==> config.mk <==
export PLATFORM = sky130hd
export DESIGN_NAME = bnn_feature_feeder
export DESIGN_NICKNAME = d
export VERILOG_FILES = /design/src/rtl/bnn_feed_pkg.sv /design/src/rtl/bnn_feed_settle_timer.sv /design/src/rtl/bnn_feature_feeder.sv
export SDC_FILE = /design/constraint.sdc
export NUM_CORES = 1
export LEC_CHECK = 0
export CORE_MARGIN = 5
export CORE_UTILIZATION = 49
export CTS_BUF_LIST = sky130_fd_sc_hd__clkbuf_4 sky130_fd_sc_hd__clkbuf_8 sky130_fd_sc_hd__clkbuf_16
export DETAILED_ROUTE_END_ITERATION = 10
export GPL_TIMING_DRIVEN = 0
export PLACE_DENSITY = 0.8
export SYNTH_ARGS = -nofsm -noshare
export SYNTH_HDL_FRONTEND = slang
export SYNTH_SLANG_ARGS = --single-unit
export TNS_END_PERCENT = 5
==> constraint.sdc <==
create_clock -name clk -period 3.1 [get_ports clk]
set_input_delay 0.775 -clock clk [delete_from_list [all_inputs] [get_ports clk]]
set_output_delay 0.775 -clock clk [all_outputs]
set_load 0.1 [all_outputs]
==> src/rtl/bnn_feed_pkg.sv <==
// Shared types and constants for the BNN feature feeder.
package bnn_feed_pkg;

  typedef enum logic [1:0] {
    LOAD   = 2'd0,
    SETTLE = 2'd1,
    OUT    = 2'd2
  } feed_state_t;

  localparam int SETTLE_CNT_BITS = 4;

  // Index width for a feature count, kept at least one bit wide.
  function automatic int idx_bits(input int feat_cnt);
    return (feat_cnt > 1) ? $clog2(feat_cnt) : 1;
  endfunction

endpackage

==> src/rtl/bnn_feed_settle_timer.sv <==
// Loadable down-counter with a zero flag; times the bus settle window.
module bnn_feed_settle_timer
  import bnn_feed_pkg::*;
(
  input  logic                       clk,
  input  logic                       rst,
  input  logic                       load,
  input  logic [SETTLE_CNT_BITS-1:0] load_val,
  input  logic                       dec,
  output logic                       is_zero
);

  logic [SETTLE_CNT_BITS-1:0] count;

  always_ff @(posedge clk or posedge rst) begin
    if (rst) begin
      count <= '0;
    end else if (load) begin
      count <= load_val;
    end else if (dec && (count != '0)) begin
      count <= count - SETTLE_CNT_BITS'(1);
    end
  end

  assign is_zero = (count == '0);

endmodule

==> src/rtl/bnn_feature_feeder.sv <==
// Packs feature samples onto the classifier bus, waits out the settle window and
// returns the class; BNN_FEED_LAST_CHECK_EN adds in_last framing checks with sticky err.
module bnn_feature_feeder
  import bnn_feed_pkg::*;
#(
  parameter int FEAT_CNT      = 11,
  parameter int FEAT_BITS     = 4,
  parameter int CLASS_CNT     = 6,
  parameter int SETTLE_CYCLES = 2,
  parameter int CNT_BITS      = 16
) (
  input  logic                          clk,
  input  logic                          rst,
  input  logic                          in_valid,
  output logic                          in_ready,
  input  logic [FEAT_BITS-1:0]          in_feat,
  input  logic                          in_last,
  output logic [FEAT_CNT*FEAT_BITS-1:0] features,
  input  logic [$clog2(CLASS_CNT)-1:0]  prediction,
  output logic                          out_valid,
  input  logic                          out_ready,
  output logic [$clog2(CLASS_CNT)-1:0]  out_class,
  output logic [CNT_BITS-1:0]           out_count,
  output logic                          err
);

  localparam int IDX_BITS = idx_bits(FEAT_CNT);
  localparam int CLS_BITS = $clog2(CLASS_CNT);
  localparam logic [IDX_BITS-1:0] LAST_IDX = IDX_BITS'(FEAT_CNT - 1);

  feed_state_t                   state;
  logic [IDX_BITS-1:0]           idx;
  logic [FEAT_CNT*FEAT_BITS-1:0] feat_reg;
  logic                          out_valid_r;
  logic [CLS_BITS-1:0]           class_r;
  logic [CNT_BITS-1:0]           count_r;
  logic                          accept;
  logic                          early_end;
  logic                          close_vec;
  logic                          timer_zero;

  assign in_ready = (state == LOAD);
  assign accept   = in_valid && in_ready;

`ifdef BNN_FEED_LAST_CHECK_EN
  logic err_r;
  logic err_set;

  assign early_end = in_last && (idx != LAST_IDX);
  assign err_set   = accept && (early_end || (!in_last && (idx == LAST_IDX)));

  always_ff @(posedge clk or posedge rst) begin
    if (rst) begin
      err_r <= 1'b0;
    end else if (err_set) begin
      err_r <= 1'b1;
    end
  end

  assign err = err_r;
`else
  logic unused_last;

  assign unused_last = in_last;
  assign early_end   = 1'b0;
  assign err         = 1'b0;
`endif

  assign close_vec = accept && ((idx == LAST_IDX) || early_end);

  bnn_feed_settle_timer u_timer (
    .clk      (clk),
    .rst      (rst),
    .load     (close_vec),
    .load_val (SETTLE_CNT_BITS'(SETTLE_CYCLES)),
    .dec      ((state == SETTLE) && !timer_zero),
    .is_zero  (timer_zero)
  );

  // An early end also blanks the tail so stale features never reach the classifier.
  always_ff @(posedge clk or posedge rst) begin
    if (rst) begin
      feat_reg <= '0;
    end else if (accept) begin
      for (int k = 0; k < FEAT_CNT; k++) begin
        if (IDX_BITS'(k) == idx) begin
          feat_reg[k*FEAT_BITS +: FEAT_BITS] <= in_feat;
        end else if (early_end && (IDX_BITS'(k) > idx)) begin
          feat_reg[k*FEAT_BITS +: FEAT_BITS] <= '0;
        end
      end
    end
  end

  always_ff @(posedge clk or posedge rst) begin
    if (rst) begin
      state       <= LOAD;
      idx         <= '0;
      out_valid_r <= 1'b0;
      class_r     <= '0;
      count_r     <= '0;
    end else begin
      case (state)
        LOAD: begin
          if (accept) begin
            if (close_vec) begin
              idx   <= '0;
              state <= SETTLE;
            end else begin
              idx <= idx + IDX_BITS'(1);
            end
          end
        end
        SETTLE: begin
          if (timer_zero) begin
            class_r     <= prediction;
            out_valid_r <= 1'b1;
            state       <= OUT;
          end
        end
        OUT: begin
          if (out_ready) begin
            out_valid_r <= 1'b0;
            count_r     <= count_r + CNT_BITS'(1);
            state       <= LOAD;
          end
        end
        default: state <= LOAD;
      endcase
    end
  end

  assign features  = feat_reg;
  assign out_valid = out_valid_r;
  assign out_class = class_r;
  assign out_count = count_r;

endmodule

Word level (Yosys, flattened, before mapping):

Index checks and enable logic that the tools add are counted.
W data, S select, Z words.

* add/sub/neg operators: 3
* multipliers: 0
* divide/modulo/power cells: 0
* magnitude comparators: 0
* equal/unequal tests: 17
* shift operators: 0
* muxes and demuxes: 11
* bitwise gates (word level): 0
* reduce and logical (&&, ||, !) cells: 27

Operators with widths (number)
* $reduce_and A2 Y1: 14
* $add A16 B1 Y16 const B: 1
* $eq A3 B4 Y1 const A: 4
* $eq A4 B4 Y1 const A: 3
* $mux W4: 3
* $eq A2 B4 Y1 const A: 2
* $logic_not A4 Y1: 2
* $mux W2: 4
* $pmux W2 S3: 1
* $add A4 B1 Y4 const B: 1
* $eq A1 B4 Y1 const A: 1
* $eq A4 B4 Y1 const B: 1
* $logic_and A1 B1 Y1: 4
* $ne A2 B1 Y1 const B: 2
* $ne A2 B2 Y1 const B: 2
* $reduce_and A4 Y1: 1
* $reduce_bool A2 Y1: 2
* $reduce_bool A4 Y1: 1
* $sub A4 B1 Y4 const B: 1
* $reduce_and A3 Y1: 1
* $eq A2 B1 Y1 const B: 1
* $eq A2 B2 Y1 const B: 1
* $logic_not A2 Y1: 1
* $mux W1: 2
* other kinds (2): 2

* flip-flop bits (word level): 74
* latch bits: 0
* RAM bits: 0
* bits in read-only memories: 0
* memories kept: 0

Longest topological paths before layout:

* depth in word-level cells: 6
* mapped depth: 6
* gate-level depth less buffers: 6

Hierarchy:

Synthesis repeated with hierarchy kept, for this count alone.

* cell total of the unflattened synthesis: 245
* area total of the unflattened synthesis: 3214.3 sq um

Modules (own cells, without submodules)
* bnn_feature_feeder: instances 1, cells each 217, area each 2952.8 sq um
* bnn_feed_settle_timer: instances 1, cells each 28, area each 261.5 sq um

Least setup slack after synthesis:

Ideal clock, no wire load.

* kind: reg-to-output
* start point: register state[1]
* end point: output port in_ready
* data arrival time: 1.693 ns
* path slack: 0.632 ns
* cell stages (with the launch flop): 2
* buffers on the path: 0
* path through: dfrtp_1 -> nor2_1

* longest elaborated chain between the ends: 1

RTL lines
* start: declaration: RTL line bnn_feature_feeder.sv:31 `feed_state_t state;`
* start signal: assignment: RTL line bnn_feature_feeder.sv:97 `state <= LOAD;`
* start signal: assignment: RTL line bnn_feature_feeder.sv:108 `state <= SETTLE;`
* start signal: assignment: RTL line bnn_feature_feeder.sv:118 `state <= OUT;`
* $logic_not A2 Y1: RTL line bnn_feature_feeder.sv:42 `assign in_ready = (state == LOAD);`
* end: declaration: RTL line bnn_feature_feeder.sv:15 `output logic in_ready,`

Every way passes these cells.

Final worst setup path:

Ends and elaborated chain as after synthesis.

==> key figures <==
Synth
  • Yosys top cell area share: 59.8%
  • FF+latch count, synth: 74
  • Yosys Warn Count: 0
  • Synth Instances: 237
  • Post-Syn Area: 3100 um2
  • Yosys cell types: 33
  • Sequential area share after synthesis: 59.8%
  • Most used flip-flop cell after synthesis: dfrtp_1
  • Synthesized Nets: 256
  • Async S/R FF share, synth: 100%
  • Cell with the most instances after synthesis: dfrtp_1
  • Synth area leader: dfrtp_1
  • Area contributors post-synth: dfrtp_1, mux2_2, xnor2_1
  • Syn Area/Cell: 13.1 um2
  • EDFF count, synth: 0
  • Most common library cells after synthesis: dfrtp_1, mux2_2, nand2_1, xnor2_1

Worst hold path
  • Worst Hold Class: register to register
  • Hold wc startpoint: out_count[15]
  • Worst Hold End: out_count[15]
  • Hold depth: 1

Clock tree
  • CTS tree: yes
  • Hold-fix buffers, CTS: 0
  • Num Clock Sinks: 74
  • Post-CTS Resized: 0
  • CTS clk-pin slew, worst paths: 0.08 ns
  • Worst skew pair latency: 0.33 ns
  • CTS root buffer: clkbuf_8
  • # Post-CTS Setup Buffers: 0
  • CTS Buffer Depth: 2
  • TritonCTS buffer count: 9
  • H-tree depth: 3

Timing
  • Final setup violation count: 0
  • Fin. Hold Viols: 0
  • Slew headroom: 33.1%
  • Final period util: 93.4%
  • Fin Clk Skew: 0.00618 ns
  • Slew at the pin with the worst max-slew slack: 1.00 ns
  • RSZ-0062 raised after global routing: no
  • Final min period: 2.90 ns
  • Final slew viol count: 0
  • FMAX: 0.345 GHz

Placement
  • DP Wirelength: 4590 um
  • Placer's final routability congestion estimate: 0.791
  • IO Port Bufs: 75

Floorplanning
  • Die Wd: 89.5 um
  • Die footprint: 8010 um2
  • I/O Pins: 78
  • CORE AREA: 6240 um2
  • FP Rows: 29
  • Chip height: 89.5 um
  • Initial Util: 49.6%

Finish
  • Layout cells sized above 1: 21.1%
  • Diodes inserted: 0
  • P&R area growth vs syn: 34.1%
  • Fin nets: 342
  • Util after Layout: 66.5%

Run status
  • Status: completed

Global routing
  • First-pass GRT wire length: 10,900 um
  • Grt total ovfl: 0
  • Grt met3 use: 5.71%
  • Total GRT Usage: 18.3%
  • Grt peak-use layer: met2
  • Largest net degree at the start of global routing: 75
  • Met1 GRT Util: 22.8%
  • Initial antenna violation count: 0
  • Global routing met2 resource utilization: 29.3%
  • Number of global-route vias before repair: 2,266

Worst setup path
  • CP required: 2.32 ns
  • CP max stage delay: 1.16 ns
  • Slowest stage cell, crit path: clkdlybuf4s50_1
  • Crit path DAT: 2.12 ns
  • R2r setup slk: 1.11 ns
  • R2R depth: 5
  • Worst setup SP type: register
  • Critical Path, Cell by Cell: nor2_1 > clkdlybuf4s50_1
  • RR Startpoint: state[1]
  • Reg-to-reg endpoint: features[25]
  • CP Max Fanout: 6
  • Setup crit end kind: primary output
  • Critical path class: register to primary output

Route
  • DR WL/cell: 16.4 um
  • Antenna-violating nets left: 0
  • Vias post-DR: 2,080
  • Routed WL: 6610 um
  • Initial DRC Count: 47
  • Drt drc: 0
  • Via density: 5.15
  • Drt pass-1 iters: 4

Job
  • MaxCap Viol Count: 0
## critical path, delay by kind of cell (launching register included)
family	cells	cell delay (ns)
simple gates	1	0.19
flops	1	0.44
buf+inv	1	1.16
## state kept, by name, summed over array words and instances (netlist names)
signal,cells
u_timer.count,4
features,44
state,2
out_class,3
idx,4
out_count,16
out_valid,1
## worst max-delay path by stage
stage                  start            to  slack [ns]  depth (start not counted)
global placement         rst  features[33]       -0.71                          2
floorplan                rst   features[0]        0.44                          1
finish              state[1]      in_ready        0.20                          2
CTS                 state[1]      in_ready        0.17                          2
detailed placement  in_valid  features[31]        0.30                          6
global route        state[1]      in_ready        0.11                          2
## area by class of cell
cell class              count  area, um2
well taps                  77       96.3
clock inverters             6       82.6
plain buffers               6       27.5
clock buffers               9        124
repair buffers             75        751
multi-input cells         150       1190
flip-flops and latches     74       1850
inverters                   7       28.8
fillers                   485       2090
## per-layer routing
metal  wire length [um]  share of wire [%]
met4                113                1.7
met3                423                6.4
met5                  0                  0
met1               2910                 44
met2               3160                 48
## cell usage in the layout, fill, tap and decap left out, types with 3 or more instances in the layout
master | synthesis | final
nor2_1 | 8 | 8
clkbuf_1 | 4 | 4
clkbuf_8 | 0 | 9
o21ai_0 | 5 | 5
xor2_1 | 5 | 5
inv_1 | 7 | 6
ha_1 | 7 | 7
clkinv_2 | 0 | 3
xnor2_1 | 13 | 13
nand2_1 | 24 | 24
clkdlybuf4s50_1 | 0 | 75
nand4_1 | 6 | 6
mux2_2 | 47 | 47
nor3_1 | 5 | 5
nand3_1 | 8 | 8
dfrtp_1 | 74 | 74
## metrics by stage
stage	instance area, um2	hold slack (ns)	instances	setup slack (ns)	setup TNS (ns)
after floorplan	3100	0.483	237	0.443	0
after global placement	3940	0.463	389	-0.711	-52.39
after detailed placement	3950	0.474	389	0.299	0
after CTS	4150	0.488	404	0.171	0
after global routing	4150	0.500	404	0.115	0
final	4150	0.483	404	0.204	0
## cells by family after synthesis
family                     after synthesis  share of synthesized area [%]
AOI/OAI and AO/OA                        9                           1.90
xor gates and xnor gates                18                           5.09
adders and majority gates                7                           2.83
buffers and inverters                   13                           1.74
DFF                                     74                           59.8
muxes                                   47                           17.1
other                                    1                          0.121
and+or+nand+nor                         68                           11.4
Power is left out: the tool's default activity adds up to more than one toggle a clock period on the data nets, which glitch-free logic cannot reach.
==> patch 1, RTL diff (config.mk and constraints unchanged) <==
Compare `idx` against `LAST_IDX` with >= in place of ==.
--- a/src/rtl/bnn_feature_feeder.sv
+++ b/src/rtl/bnn_feature_feeder.sv
@@ -66,7 +66,7 @@
   assign err         = 1'b0;
 `endif
 
-  assign close_vec = accept && ((idx == LAST_IDX) || early_end);
+  assign close_vec = accept && ((idx >= LAST_IDX) || early_end);
 
   bnn_feed_settle_timer u_timer (
     .clk      (clk),
Check against the original RTL: same outputs for any inputs over 10 cycles, from zero or initial values and one cycle with rst high; that may be too few to reach the edited logic, so the function may still have changed.
==> patch 1 against the original RTL <==
  * Maximum frequency fell by 1.8%
  * Wire length fell by 2.9%
  * Design area rose by 1.3%
  * Area after synthesis rose by 2.0%
  * Worst setup slack got worse by 54 ps
  * Core utilization rose by 0.088 points
  * Sequential cell count did not move
  * Critical path depth rose by 1
  * Global-route usage fell by 1.8 points
  * Register-to-register slack improved by 250 ps
Power is not shown: default switching activity piles up to over one toggle a cycle in this logic, so the estimate is an artifact.
==> patch 1: results (changes against the original RTL) <==
* Syn Nets at 260 (+1.6%)
* Met1 wire length at 2.89 mm (-0.82%)
* Routing usage on met3 at 0.0683 (+0.0112)
* Slew HR at 0.326 (-0.00428)
* Sequential element share of the synthesized area at 0.587 (-0.0116)
* Cell Area, Placed at 0.00401 sq mm (+1.6%)
* Synth Instances at 241 (+1.7%)
* Adder-cell area share of the yosys netlist at 0.0277 (-0.000550)
* Tot GR Track Use at 0.165 (-0.0180)
* GPL Wtd Cong at 0.774 (-2.1%)
* Signal inverters at 6 (-1)
* Crit-path max FO at 8 (+2)
* DR vias/cell at 5.15 (about the same)
* Mux cell area share after synthesis at 0.175 (+0.00381)
* Buffers, non-clock at 82 (+1.2%)
* Met2 GRT Util at 0.253 (-0.0403)
* Vias in the first global route at 2215 (-2.3%)
* Clock skew at 10.1 ps (+3.97 ps)
* Placed instance count at 393 (+1.0%)
* Comb_multi_in at 154 (+2.7%)
* Layout clock buffers at 10 (+1)
* Post-DP HPWL at 4.53 mm (-1.3%)
* Post-synth cell types at 32 (-3.0%)
* Wirelength per Cell at 15.7 microns (-4.1%)
* Seq_cells at 74 (unchanged)
* Buffer share of cell area at 0.187 (about the same)
* Status: complete, no violations
* Met1 global-route usage at 0.217 (-0.0111)
==> patch 1: cell count changes after synthesis, sizes merged, moves of 2 or more <==
| cell | delta |
|---|---|
| nor2 | +4 |
| and3 | +4 |
| and2 | -2 |
| nor3 | -4 |
| nand3 | +2 |
| mux2 | +2 |
==> patch 1: worst register-to-register path, cell delays in order, from the launching register on <==
cell      delay [ps]
dfrtp_1          480
nor2_1           230
nand3b_1         160
nor2_1           370
mux2_2           390
==> patch 1: path summary, 6_finish.rpt <==
path	startpoint	end	slack, ps	depth (start not counted)
setup reg to reg	state[0]	features[32]	1360	4
hold / removal	out_count[15]	out_count[15]	490	1
setup / recovery	state[1]	in_ready	150	3
hold reg to reg	out_count[15]	out_count[15]	490	1
min in group asynchronous	rst	out_count[15]	970	2
max in group asynchronous	rst	features[2]	1520	2
==> patch 1: through the flow <==
stage               hold WS [ps]  setup WS (ps)   util
floorplan                    501            443      -
global placement             461           -738  0.634
detailed placement           470            488  0.635
CTS                          485            112  0.666
global route                 498           41.9  0.666
finish                       486            150  0.666
==> patch 2, RTL diff (same settings) <==
Made on the original files. The parameter `CNT_BITS` goes from 16 to 12.
--- a/src/rtl/bnn_feature_feeder.sv
+++ b/src/rtl/bnn_feature_feeder.sv
@@ -7,7 +7,7 @@
   parameter int FEAT_BITS     = 4,
   parameter int CLASS_CNT     = 6,
   parameter int SETTLE_CYCLES = 2,
-  parameter int CNT_BITS      = 16
+  parameter int CNT_BITS      = 12
 ) (
   input  logic                          clk,
   input  logic                          rst,
Ports: changed (resized out_count); port bits go from 78 to 74. The function was not compared with the original's and may differ.
==> patch 2 against the original RTL <==
  * Design area fell by 3.0%
  * Area after synthesis decreased by 3.1%
  * Wire length is 0.91% lower
  * Sequential share of layout area shrank 1.1 points
  * Clock skew is essentially flat
  * Critical path depth up 1
  * Global-route usage grew 0.31 points
  * Worst hold slack got worse by 9.9 ps
  * Worst setup slack worse by 120 ps
  * Sequential cell count shrank 4
  * Critical path type unchanged
  * Critical endpoint unchanged
  * Highest routed layer unchanged
Power is not shown: default switching activity piles up to over one toggle a cycle in this logic, so the estimate is an artifact.
==> patch 2: results (changes against the original RTL) <==
* Clock-cell share of area at 0.0553 (+0.00555)
* Fillers at 451 (-7.0%)
* Crit-path max FO at 10 (+4)
* Comb_multi_in at 144 (-4.0%)
* Worst slew pin tran at 1000 ps (+2.83 ps)
* Starting DRT DRC Count at 105 (+120%)
* Post-DP HPWL at 4.60 mm (+0.34%)
* Routed via count at 2083 (+0.14%)
* Met2 GRT Util at 0.298 (+0.00439)
* Tot GR Track Use at 0.186 (+0.00307)
* Fin nets at 335 (-2.0%)
* IO Port Bufs at 71 (-5.3%)
* Buffer share of cell area at 0.189 (+0.00136)
* Vias in the first global route at 2222 (-1.9%)
* Clock skew at 6.06 ps (-0.118 ps)
* R2R Path End: features[43]
* Storage element area at 0.00175 sq mm (-5.4%)
* Area of the multi-input gates at 0.00116 sq mm (-2.5%)
* Clock Sinks at 70 (-5.4%)
* First-pass GRT wire length at 10.9 mm (about the same)
* Status: complete, no violations
* Sequential element share of the synthesized area at 0.584 (-0.0142)
* Post-synth cell types at 34 (+3.0%)
* Hold EP: out_count[11]
* R2R cell count at 5 (unchanged)
* Clk buf depth at 2 (unchanged)
* GPL Wtd Cong at 0.763 (-3.5%)
* Layout clock buffers at 10 (+1)
* Met1 global-route usage at 0.237 (+0.00904)
* Largest net degree at the start of global routing at 71 (-5.3%)
* Commonest cells post-synth: dfrtp_1, mux2_2, nand2_1
* Hold Crit Start: out_count[11]
* Routing usage on met3 at 0.0577 (+0.000585)
* Syn Nets at 253 (-1.2%)
* CP Data Arrival Time at 2240 ps (+120 ps)
==> patch 2: critical path: cells and delay by family, from the launching register on <==
family | cells | cell delay [ps]
flip-flops | 1 | 400
AND/OR/NAND/NOR | 1 | 130
buffers and inverters | 2 | 1370
==> patch 2: per-layer routing <==
layer	wire length [microns]	up-vias
met5	0	-
met4	84	0
met3	318	10
met2	3310	44
met1	2840	1048
li1	-	981
==> patch 2: stage by stage <==
step                      utilization  cell area (sq um)  hold slack [ps]  instances  worst slack, ps
after floorplan                     -               3000              520        234              530
after global placement          0.642               3800              457        380             -585
after detailed placement        0.643               3810              464        380              290
after CTS                       0.680               4030              476        396             81.6
after global routing            0.680               4030              489        396             14.9
final                           0.680               4030              473        396             86.3
==> patch 2: kinds of logic after synthesis <==
group,Yosys count,synth area share
simple gates,60,0.113
fa+ha+maj,7,0.0292
compound gates,17,0.0313
flops,70,0.584
other cells,1,0.00125
mux,48,0.180
xor+xnor,11,0.0321
buf+inv,20,0.0292
